==> config.mk <==
export PLATFORM = sky130hd
export DESIGN_NAME = ps2_host_tx_flat
export DESIGN_NICKNAME = d
export VERILOG_FILES = /design/src/rtl/ps2_pkg.sv /design/src/rtl/ps2_host_tx_if.sv /design/src/rtl/ps2_line_sync.sv /design/src/rtl/ps2_host_tx.sv /design/src/flat_wrapper.sv
export SDC_FILE = /design/constraint.sdc
export NUM_CORES = 1
export LEC_CHECK = 0
export ABC_CLOCK_PERIOD_IN_PS = 2550
export CAP_MARGIN = 40
export CORE_UTILIZATION = 55
export CTS_CLUSTER_DIAMETER = 80
export CTS_CLUSTER_SIZE = 40
export DETAILED_ROUTE_END_ITERATION = 6
export PLACE_DENSITY_LB_ADDON = 0.05
export SETUP_SLACK_MARGIN = 0.2
export SLEW_MARGIN = 40
export SYNTH_ARGS = -nofsm -noshare
export SYNTH_HDL_FRONTEND = slang
export SYNTH_SLANG_ARGS = --single-unit
==> constraint.sdc <==
create_clock -name clk -period 2.55 [get_ports clk]
set_input_delay 0.3825 -clock clk [delete_from_list [all_inputs] [get_ports clk]]
set_output_delay 0.3825 -clock clk [all_outputs]
set_load 0.05 [all_outputs]
==> src/rtl/ps2_pkg.sv <==
// Shared PS/2 definitions: 50 MHz timing defaults, host-transmit state
// encoding, the host-to-device frame layout and common command codes.
package ps2_pkg;

  localparam int unsigned INHIBIT_CYCLES_DEF       = 6000;    // 120 us
  localparam int unsigned START_TIMEOUT_CYCLES_DEF = 750000;  // 15 ms
  localparam int unsigned XFER_TIMEOUT_CYCLES_DEF  = 100000;  // 2 ms

  localparam int unsigned FRAME_W = 10;
  localparam int unsigned IDX_W   = 4;

  localparam logic [7:0] CMD_SET_LEDS = 8'hED;
  localparam logic [7:0] CMD_ENABLE   = 8'hF4;
  localparam logic [7:0] CMD_RESET    = 8'hFF;
  localparam logic [7:0] CMD_RESEND   = 8'hFE;
  localparam logic [7:0] RSP_ACK      = 8'hFA;

  typedef enum logic [2:0] {
    ST_IDLE,
    ST_INHIBIT,
    ST_REQ,
    ST_SHIFT,
    ST_ACK,
    ST_WAIT_IDLE,
    ST_ABORT,
    ST_DONE
  } tx_state_e;

  // Bits after the start bit, in shift order from bit 0 upward.
  typedef struct packed {
    logic       stop;
    logic       parity;
    logic [7:0] data;
  } ps2_frame_t;

  function automatic ps2_frame_t make_frame(input logic [7:0] data);
    ps2_frame_t f;
    f.stop   = 1'b1;
    f.parity = ~^data;
    f.data   = data;
    return f;
  endfunction

  function automatic int unsigned max3(input int unsigned a, input int unsigned b,
                                       input int unsigned c);
    int unsigned m;
    m = (a > b) ? a : b;
    return (m > c) ? m : c;
  endfunction

endpackage

==> src/rtl/ps2_host_tx_if.sv <==
// Command-side handshake of the PS/2 host transmitter.
//   send/tx_data : request and byte from the requester
//   busy/done/ack_ok/timeout : transfer status back to the requester
interface ps2_host_tx_if;
  logic       send;
  logic [7:0] tx_data;
  logic       busy;
  logic       done;
  logic       ack_ok;
  logic       timeout;

  modport master (output send, output tx_data,
                  input busy, input done, input ack_ok, input timeout);
  modport slave  (input send, input tx_data,
                  output busy, output done, output ack_ok, output timeout);
endinterface

==> src/rtl/ps2_line_sync.sv <==
// Two-flop synchroniser plus falling-edge detect for one PS/2 line.
//   pin    : raw asynchronous line level
//   level  : synchronised level
//   fall_c : high for one cycle when the synchronised level goes 1 -> 0
module ps2_line_sync (
  input  logic clk,
  input  logic reset,
  input  logic pin,
  output logic level,
  output logic fall_c
);

  logic meta_q, sync_q, prev_q;

  // Reset to the idle-high line level so release of reset is not an edge.
  always_ff @(posedge clk or negedge reset) begin
    if (!reset) begin
      meta_q <= 1'b1;
      sync_q <= 1'b1;
      prev_q <= 1'b1;
    end else begin
      meta_q <= pin;
      sync_q <= meta_q;
      prev_q <= sync_q;
    end
  end

  assign level  = sync_q;
  assign fall_c = prev_q & ~sync_q;

endmodule

==> src/rtl/ps2_host_tx.sv <==
// PS/2 host-to-device transmitter: inhibits the clock, presents the start
// bit, shifts a byte + odd parity + stop on device clock falling edges,
// samples the device ACK and reports done / ack_ok / timeout.
//   clk, reset          : system clock, async active-low reset
//   host                : send/tx_data in, busy/done/ack_ok/timeout out
//   ps2_clock, ps2_data : raw open-collector line levels
//   ps2_clock_oe/_data_oe : 1 = pull the line low
module ps2_host_tx
  import ps2_pkg::*;
#(
  parameter int unsigned INHIBIT_CYCLES       = INHIBIT_CYCLES_DEF,
  parameter int unsigned START_TIMEOUT_CYCLES = START_TIMEOUT_CYCLES_DEF,
  parameter int unsigned XFER_TIMEOUT_CYCLES  = XFER_TIMEOUT_CYCLES_DEF
) (
  input  logic          clk,
  input  logic          reset,
  ps2_host_tx_if.slave  host,
  input  logic          ps2_clock,
  input  logic          ps2_data,
  output logic          ps2_clock_oe,
  output logic          ps2_data_oe
);

  localparam int unsigned CNT_W = $clog2(max3(INHIBIT_CYCLES, START_TIMEOUT_CYCLES,
                                              XFER_TIMEOUT_CYCLES) + 1);
  localparam logic [CNT_W-1:0] INH_LAST   = CNT_W'(INHIBIT_CYCLES - 1);
  localparam logic [CNT_W-1:0] INH_PRE    =
    CNT_W'((INHIBIT_CYCLES >= 2) ? INHIBIT_CYCLES - 2 : 0);
  localparam logic [CNT_W-1:0] START_LAST = CNT_W'(START_TIMEOUT_CYCLES - 1);
  localparam logic [CNT_W-1:0] XFER_LAST  = CNT_W'(XFER_TIMEOUT_CYCLES - 1);
  localparam logic [IDX_W-1:0] IDX_STOP   = IDX_W'(FRAME_W - 1);

  logic clk_lvl, clk_fall_c, data_lvl, data_fall_c;

  ps2_line_sync u_clk_sync (
    .clk, .reset, .pin(ps2_clock), .level(clk_lvl), .fall_c(clk_fall_c)
  );
  ps2_line_sync u_data_sync (
    .clk, .reset, .pin(ps2_data), .level(data_lvl), .fall_c(data_fall_c)
  );

  tx_state_e        state_q, state_d;
  logic [CNT_W-1:0] cnt_q, cnt_d, cnt_inc;
  logic [IDX_W-1:0] idx_q, idx_d;
  ps2_frame_t       frame_q, frame_d;
  logic             clk_oe_d, data_oe_d;
  logic             busy_q, busy_d, done_q, done_d;
  logic             ack_q, ack_d, to_q, to_d;

  // Saturating count; never wraps back into a valid window.
  assign cnt_inc = (cnt_q == '1) ? cnt_q : cnt_q + CNT_W'(1);

  // State and registered outputs.
  always_ff @(posedge clk or negedge reset) begin
    if (!reset) begin
      state_q      <= ST_IDLE;
      cnt_q        <= '0;
      idx_q        <= '0;
      frame_q      <= '0;
      ps2_clock_oe <= 1'b0;
      ps2_data_oe  <= 1'b0;
      busy_q       <= 1'b0;
      done_q       <= 1'b0;
      ack_q        <= 1'b0;
      to_q         <= 1'b0;
    end else begin
      state_q      <= state_d;
      cnt_q        <= cnt_d;
      idx_q        <= idx_d;
      frame_q      <= frame_d;
      ps2_clock_oe <= clk_oe_d;
      ps2_data_oe  <= data_oe_d;
      busy_q       <= busy_d;
      done_q       <= done_d;
      ack_q        <= ack_d;
      to_q         <= to_d;
    end
  end

  // Next state and next output values.
  always_comb begin
    state_d   = state_q;
    cnt_d     = cnt_inc;
    idx_d     = idx_q;
    frame_d   = frame_q;
    clk_oe_d  = 1'b0;
    data_oe_d = ps2_data_oe;
    busy_d    = busy_q;
    done_d    = 1'b0;
    ack_d     = ack_q;
    to_d      = to_q;

    case (state_q)
      ST_IDLE: begin
        cnt_d     = '0;
        data_oe_d = 1'b0;
        busy_d    = 1'b0;
        if (host.send) begin
          frame_d   = make_frame(host.tx_data);
          ack_d     = 1'b0;
          to_d      = 1'b0;
          busy_d    = 1'b1;
          clk_oe_d  = 1'b1;
          data_oe_d = (INHIBIT_CYCLES < 2);
          state_d   = ST_INHIBIT;
        end
      end
      // Start bit goes out on the last inhibit cycle, one cycle ahead of
      // the clock release.
      ST_INHIBIT: begin
        clk_oe_d = 1'b1;
        if (cnt_q == INH_LAST) begin
          clk_oe_d  = 1'b0;
          data_oe_d = 1'b1;
          cnt_d     = '0;
          idx_d     = '0;
          state_d   = ST_REQ;
        end else if (cnt_q == INH_PRE) begin
          data_oe_d = 1'b1;
        end
      end
      ST_REQ: begin
        if (clk_fall_c) begin
          data_oe_d = ~frame_q[0];
          idx_d     = IDX_W'(1);
          cnt_d     = '0;
          state_d   = ST_SHIFT;
        end else if (cnt_q == START_LAST) begin
          data_oe_d = 1'b0;
          state_d   = ST_ABORT;
        end
      end
      ST_SHIFT: begin
        if (cnt_q == XFER_LAST) begin
          data_oe_d = 1'b0;
          state_d   = ST_ABORT;
        end else if (clk_fall_c) begin
          data_oe_d = ~frame_q[idx_q];
          idx_d     = idx_q + IDX_W'(1);
          if (idx_q == IDX_STOP) state_d = ST_ACK;
        end
      end
      ST_ACK: begin
        if (cnt_q == XFER_LAST) begin
          data_oe_d = 1'b0;
          state_d   = ST_ABORT;
        end else if (clk_fall_c) begin
          ack_d   = ~data_lvl;
          state_d = ST_WAIT_IDLE;
        end
      end
      ST_WAIT_IDLE: begin
        if (cnt_q == XFER_LAST) begin
          data_oe_d = 1'b0;
          state_d   = ST_ABORT;
        end else if (clk_lvl && data_lvl) begin
          done_d  = 1'b1;
          state_d = ST_DONE;
        end
      end
      ST_ABORT: begin
        data_oe_d = 1'b0;
        to_d      = 1'b1;
        ack_d     = 1'b0;
        done_d    = 1'b1;
        state_d   = ST_DONE;
      end
      ST_DONE: begin
        data_oe_d = 1'b0;
        busy_d    = 1'b0;
        state_d   = ST_IDLE;
      end
      default: begin
        data_oe_d = 1'b0;
        busy_d    = 1'b0;
        state_d   = ST_IDLE;
      end
    endcase
  end

  assign host.busy    = busy_q;
  assign host.done    = done_q;
  assign host.ack_ok  = ack_q;
  assign host.timeout = to_q;

  logic unused_data_fall;
  assign unused_data_fall = data_fall_c;

endmodule
==> src/flat_wrapper.sv <==
// flat-port wrapper written by rule: the top's interface ports become plain ports
module ps2_host_tx_flat import ps2_pkg::*;
#(
  parameter int unsigned INHIBIT_CYCLES       = INHIBIT_CYCLES_DEF,
  parameter int unsigned START_TIMEOUT_CYCLES = START_TIMEOUT_CYCLES_DEF,
  parameter int unsigned XFER_TIMEOUT_CYCLES  = XFER_TIMEOUT_CYCLES_DEF
)
  (clk, reset, ps2_clock, ps2_data, ps2_clock_oe, ps2_data_oe, host_send, host_tx_data, host_busy, host_done, host_ack_ok, host_timeout);
  ps2_host_tx_if host_i ();
  input  logic clk;
  input  logic reset;
  input  logic ps2_clock;
  input  logic ps2_data;
  output logic ps2_clock_oe;
  output logic ps2_data_oe;
  input wire logic [$bits(host_i.send)-1:0] host_send;
  input wire logic [$bits(host_i.tx_data)-1:0] host_tx_data;
  output wire logic [$bits(host_i.busy)-1:0] host_busy;
  output wire logic [$bits(host_i.done)-1:0] host_done;
  output wire logic [$bits(host_i.ack_ok)-1:0] host_ack_ok;
  output wire logic [$bits(host_i.timeout)-1:0] host_timeout;
  assign host_i.send = host_send;
  assign host_i.tx_data = host_tx_data;
  assign host_busy = host_i.busy;
  assign host_done = host_i.done;
  assign host_ack_ok = host_i.ack_ok;
  assign host_timeout = host_i.timeout;
  ps2_host_tx #(.INHIBIT_CYCLES(INHIBIT_CYCLES), .START_TIMEOUT_CYCLES(START_TIMEOUT_CYCLES), .XFER_TIMEOUT_CYCLES(XFER_TIMEOUT_CYCLES)) u_core (.clk(clk), .reset(reset), .host(host_i), .ps2_clock(ps2_clock), .ps2_data(ps2_data), .ps2_clock_oe(ps2_clock_oe), .ps2_data_oe(ps2_data_oe));
endmodule
== Word-level counts from Yosys, hierarchy flattened ==
Index checks and enable logic that the tools add are counted.

* Flip-flop bits (word level): 48
* Bits of input ports: 13
* Output and inout port bits: 6
* Word-level logic and storage cells: 110

* $add $sub $neg: 2
* Magnitude comparators: 1
* Equality and inequality tests: 27
* Mux-type cells: 43
* Bitwise logic cells: 5
* Reductions and logical operators: 15

{| class="wikitable"
|+ Operator list
! operator !! number
|-
| $mux W20 || 3
|-
| $pmux W20 S3 || 1
|-
| $eq A20 B13 Y1 const B || 2
|-
| $eq A20 B20 Y1 const B || 2
|-
| $mux W3 || 11
|-
| $pmux W3 S8 || 1
|-
| $add A20 B1 Y20 const B || 1
|-
| $eq A20 B17 Y1 const B || 1
|-
| $ne A3 B1 Y1 const B || 6
|-
| $mux W4 || 4
|-
| $mux W1 || 15
|-
| $eq A3 B3 Y1 const B || 4
|-
| $pmux W4 S3 || 1
|-
| $ne A2 B1 Y1 const B || 5
|-
| $pmux W1 S2 || 4
|-
| $reduce_and A4 Y1 || 2
|-
| $reduce_xnor A8 Y1 || 1
|-
| $reduce_and A7 Y1 || 1
|-
| $eq A3 B2 Y1 const B || 2
|-
| $ne A2 B2 Y1 const B || 3
|-
| $reduce_bool A3 Y1 || 2
|-
| $lt A4 B5 Y1 const B || 1
|-
| $pmux W1 S5 || 1
|-
| $reduce_and A5 Y1 || 1
|-
| other kinds (13) || 18
|}

== Logic depth before layout (Yosys ltp) ==
* Depth after elaboration: 6
* Mapped depth: 9
* Mapped depth without buffers: 8

== Cells and area by module ==
From an unflattened synthesis, not the netlist that was laid out.

* Cells, all modules: 303
* Area, all modules: 2897.8 sq um

{| class="wikitable"
|+ By module, submodules not included
! module !! times used !! cells an instance !! area an instance (sq um) !! seq. area each (sq um)
|-
| ps2_host_tx || 1 || 295 || 2712.6 || 1076.0
|-
| ps2_line_sync || 2 || 4 || 92.6 || 78.8
|}

== Worst setup path after synthesis ==
OpenSTA, ideal clock, no wires.

* Path kind: flip-flop to flip-flop
* Start point: register u_core.cnt_q[1]
* End point: register u_core.idx_q[3]
* Setup time: 80 ps
* Arrival time: 2226 ps
* Data required time: 2470 ps
* Slack: 244 ps
* Cell stages (with the launch flop): 9
* Path buffers: 1
* Clock period less this slack: 2306 ps
* Cell sequence: dfrtp_1 ha_1 and4_1 clkbuf_1 and3_1 a311o_1 a21o_1 or4_4 o211ai_2

* Cells in the longest elaborated chain, start to end: 3
* Elaborated cells on any way between the ends: 5
* Those cells by class: 4 x eq/ne; 1 x reduce/logical

{| class="wikitable"
|+ RTL lines
! item !! RTL line !! source
|-
| start, declared || ps2_host_tx.sv:43 || <nowiki>logic [CNT_W-1:0] cnt_q, cnt_d, cnt_inc;</nowiki>
|-
| start signal, assigned || ps2_host_tx.sv:68 || <nowiki>cnt_q <= cnt_d;</nowiki>
|-
| $eq A20 B17 Y1 / $eq A20 B13 Y1 (equally long branches) || ps2_host_tx.sv:134, ps2_host_tx.sv:112 ||
|-
| $ne A2 B2 Y1 (no line) / $ne A2 B1 Y1 (equally long branches) || -- ||
|-
| $reduce_and A5 Y1 (no line) * || -- ||
|-
| end signal, assigned || ps2_host_tx.sv:69 || <nowiki>idx_q <= idx_d;</nowiki>
|-
| end, declared || ps2_host_tx.sv:44 || <nowiki>logic [IDX_W-1:0] idx_q, idx_d;</nowiki>
|}

Mark *: on every way between the ends. The rest lies on a longest branch, timed or not.
A chain may end at the register's enable or synchronous reset.

== Worst setup path in the final report ==
* Start point: register u_core.cnt_q[6]
* End point: register u_core.idx_q[0]

Same word-level chain as after synthesis.

==> results.txt <==
status = complete, no violations
n_diodes = 0
layout cell share with drive strength beyond 1 = 17.2%
CP top delay family = simple AND/OR/NAND/NOR gates
pre-CTS WS = 163 ps
Filler cells = 366
clk sink count = 48
WP buf/inv = 0
Total Nets Final = 314
post-synthesis async set-or-reset flop share = 100%
Int Power = 0.00170 W
leakage dissipation = 1.24 nW
final-report setup violation count = 0
total grt overflow = 0
Port Buffers = 18
Placer Congestion = 0.891
largest cells by area after synthesis = dfrtp_1 (41%), dfstp_2 (5.0%), mux2_2 (4.7%), nor2_1 (4.5%), xnor2_1 (4.3%)
worst clock skew = 11.3 ps
H-Tree Depth = 2
CP peak stage delay = 630 ps
global-route wire length before repair = 9870 um
worst skew pair latency = 310 ps
# IOs = 19
Synth Net Count = 289
initial core utilization = 59.1%
Multi-input gate area = 0.00137 sq mm
Post-Synthesis Cells = 272
Sw Share = 40.2%
Sw Pwr = 0.00114 W
Max IR drop VDD = 460 uV
max_cap viols = 0
Worst Path Arrival = 2460 ps
via count = 2,111
Hold Buf Count CTS = 0
total die area = 0.00509 sq mm
Seq/Total Area, Yosys = 45.6%
cts bufs inserted = 5
Clock Power Share = 15.2%
Max-slew headroom = 61.4%
Max Root-Sink Buffers = 2
area leader, netlist = dfrtp_1
number of global-route vias before repair = 2,142
P per Cell Area = 933 mW/mm^2
drt first pass iters = 4
final setup margin = 284 ps
CP max FO = 6
crit end category = register
area delta synth->final = 15.3%
Slew @ Worst Pin = 578 ps
TritonCTS clock tree = built
row cnt = 24
worst hold-check path type = in -> async
prevailing post-synth register cell = dfrtp_1
logic gate share of total power = 43.8%
FF-to-FF path depth = 5
RR Startpoint = u_core.cnt_q[6]$_DFF_PN0_
Synth top area share = 40.7%
Clock transition at path regs = 90 ps
Peak Freq = 0.441 GHz
WL per Instance = 16.4 um
Min Hold Slack = 61.3 ps
Storage cell area = 0.00121 sq mm
initial antenna violation count = 0
synth warn = 0
Total GRT Usage = 25.1%
critical setup path kind = reg -> reg
unrepaired setup endpoints after global routing = false
Slew Limit Fails = 0
die width = 71.4 um
Syn Std Cell Area = 0.00265 sq mm
drc violations = 0
R2R setup slack = 280 ps
HPWL Detailed = 4050 um
RR Endpoint = u_core.idx_q[0]$_DFFE_PN0P_
CTS Root Cell = clkbuf_8
Final period util = 88.8%
synth unique cells = 48
min cycle time layout = 2270 ps
Crit path required time = 2750 ps
mean post-synth cell area = 9.73 sq um
Fin. Hold Viols = 0
slowest CP cell = or4b_1
Core Region = 0.00447 sq mm
Vias/cell = 6.05
flops & latches, synth = 48
critical-path cell list = or4b_1 > nor4_4 > a311o_1 > a21o_1 > mux2_2
DRT Wirelength = 5710 um
Post-synth EDFFs = 0
remaining antenna violation count = 0
largest net degree at the start of global routing = 26
Seq pwr share = 41.0%
Setup crit start kind = register
Initial DRC Count = 198
Setup TNS Final = 0 ps
Die H = 71.4 um
## cell usage after synthesis (2+ instances only)
| cell type | n |
|---|---|
| dfrtp_1 | 43 |
| nor2_1 | 32 |
| nand2_1 | 19 |
| nand3_1 | 17 |
| xnor2_1 | 13 |
| clkbuf_1 | 12 |
| mux2_2 | 11 |
| o21ai_0 | 11 |
| a21oi_1 | 10 |
| inv_1 | 9 |
| nand4_1 | 9 |
| xor2_1 | 9 |
| nor3_1 | 7 |
| a211oi_1 | 6 |
| dfstp_2 | 5 |
| a31oi_1 | 4 |
| and3_1 | 4 |
| ha_1 | 4 |
| o31ai_1 | 4 |
| nor4_1 | 3 |
| o41ai_1 | 3 |
| or3_1 | 3 |
| and2_1 | 2 |
| buf_2 | 2 |
| mux2i_1 | 2 |
| mux4_2 | 2 |
| nand4b_1 | 2 |
| nor4_2 | 2 |
| or4_4 | 2 |
| or4b_1 | 2 |
## per-layer routing
layer	part of all wire, %	GRT usage [%]	vias to the layer above	wire length, um
met3	4.9	5.63	8	277
met4	1.6	9.78	0	92
met5	0	0	-	0
met2	49	42.8	60	2790
li1	-	-	1036	-
met1	45	31.2	1007	2550
## layout by cell type (no fill, tap or decap), types with 3 or more instances in the layout
cell type,Yosys,layout
dfrtp_1,43,43
nor2_1,32,32
nand2_1,19,19
nand3_1,17,17
clkdlybuf4s50_1,0,17
xnor2_1,13,13
buf_4,0,13
o21ai_0,11,11
mux2_2,11,11
a21oi_1,10,10
inv_1,9,9
nand4_1,9,9
xor2_1,9,9
nor3_1,7,7
a211oi_1,6,6
clkbuf_8,0,5
dfstp_2,5,5
and3_1,4,4
a31oi_1,4,4
o31ai_1,4,4
or4_4,2,3
or3_1,3,3
o41ai_1,3,3
ha_1,4,3
## metrics by stage
step / std cells / cell area, sq um / utilization, % / power [W]
after floorplan: 272 / 2650 / - / 0.00204
after global placement: 340 / 2930 / 65.6 / 0.00239
after detailed placement: 340 / 2930 / 65.6 / 0.00240
after CTS: 349 / 3030 / 67.8 / 0.00286
after global routing: 349 / 3050 / 68.2 / 0.00305
final: 349 / 3050 / 68.2 / 0.00285
## cell families after synthesis
logic type | synth area share (%)
AND/OR/NAND/NOR | 22.3
AO/OA/AOI/OAI | 12.2
flip-flops | 45.6
buffers and inverters | 3.50
XOR/XNOR | 7.28
multiplexers | 7.14
adder cells (fa/ha/maj) | 1.89
## worst max path at each step
| stage | startpoint | to | slack (ps) | cells past startpoint |
|---|---|---|---|---|
| 2_1_floorplan | u_core.cnt_q[1]$_DFF_PN0_ | u_core.idx_q[3]$_DFFE_PN0P_ | 240 | 8 |
| 5_1_grt | u_core.cnt_q[6]$_DFF_PN0_ | u_core.state_q[0]$_DFFE_PN0P_ | 200 | 5 |
| 3_3_place_gp | u_core.cnt_q[13]$_DFF_PN0_ | u_core.idx_q[3]$_DFFE_PN0P_ | 190 | 6 |
| 4_1_cts | u_core.cnt_q[0]$_DFF_PN0_ | u_core.idx_q[3]$_DFFE_PN0P_ | 210 | 7 |
| 6_report | u_core.cnt_q[6]$_DFF_PN0_ | u_core.idx_q[0]$_DFFE_PN0P_ | 280 | 5 |
| 3_5_place_dp | u_core.cnt_q[1]$_DFF_PN0_ | u_core.cnt_q[13]$_DFF_PN0_ | 160 | 7 |
## state kept, by name (all words and copies together) (netlist names)
register	count
u_core.state_q	3
u_core.u_clk_sync.meta_q	1
u_core.host.timeout	1
u_core.ps2_data_oe	1
u_core.cnt_q	20
u_core.u_data_sync.meta_q	1
u_core.host.done	1
u_core.u_clk_sync.level	1
u_core.host.ack_ok	1
u_core.u_clk_sync.prev_q	1
u_core.host.busy	1
u_core.frame_q	10
u_core.ps2_clock_oe	1
u_core.idx_q	4
u_core.u_data_sync.level	1
## power groups by stage
stage,Sequential [W],Clock (W),Combinational (W)
floorplan,0.00128,0,0.000759
global placement,0.00117,0,0.00122
detailed placement,0.00118,0,0.00122
CTS,0.00116,0.000450,0.00125
global route,0.00119,0.000475,0.00138
finish,0.00117,0.000433,0.00125
## final cells by class
cell class	count	share of cell area [%]
clock inverters	1	0.164
flip-flops and latches	48	39.6
repair buffers	32	9.60
well taps	52	2.13
clock buffers	6	2.38
multi-input cells	200	44.9
inverters	10	1.23
## what timing repair did
| item | 4_1_cts | 5_1_grt |
|---|---|---|
| pin swaps | 2 | 1 |
| endpoints found under the setup margin | 9 | 8 |
| gates resized for setup | 2 | 4 |
| setup buffers | 2 | 0 |
No activity file was read; power rests on OpenSTA's default activity.
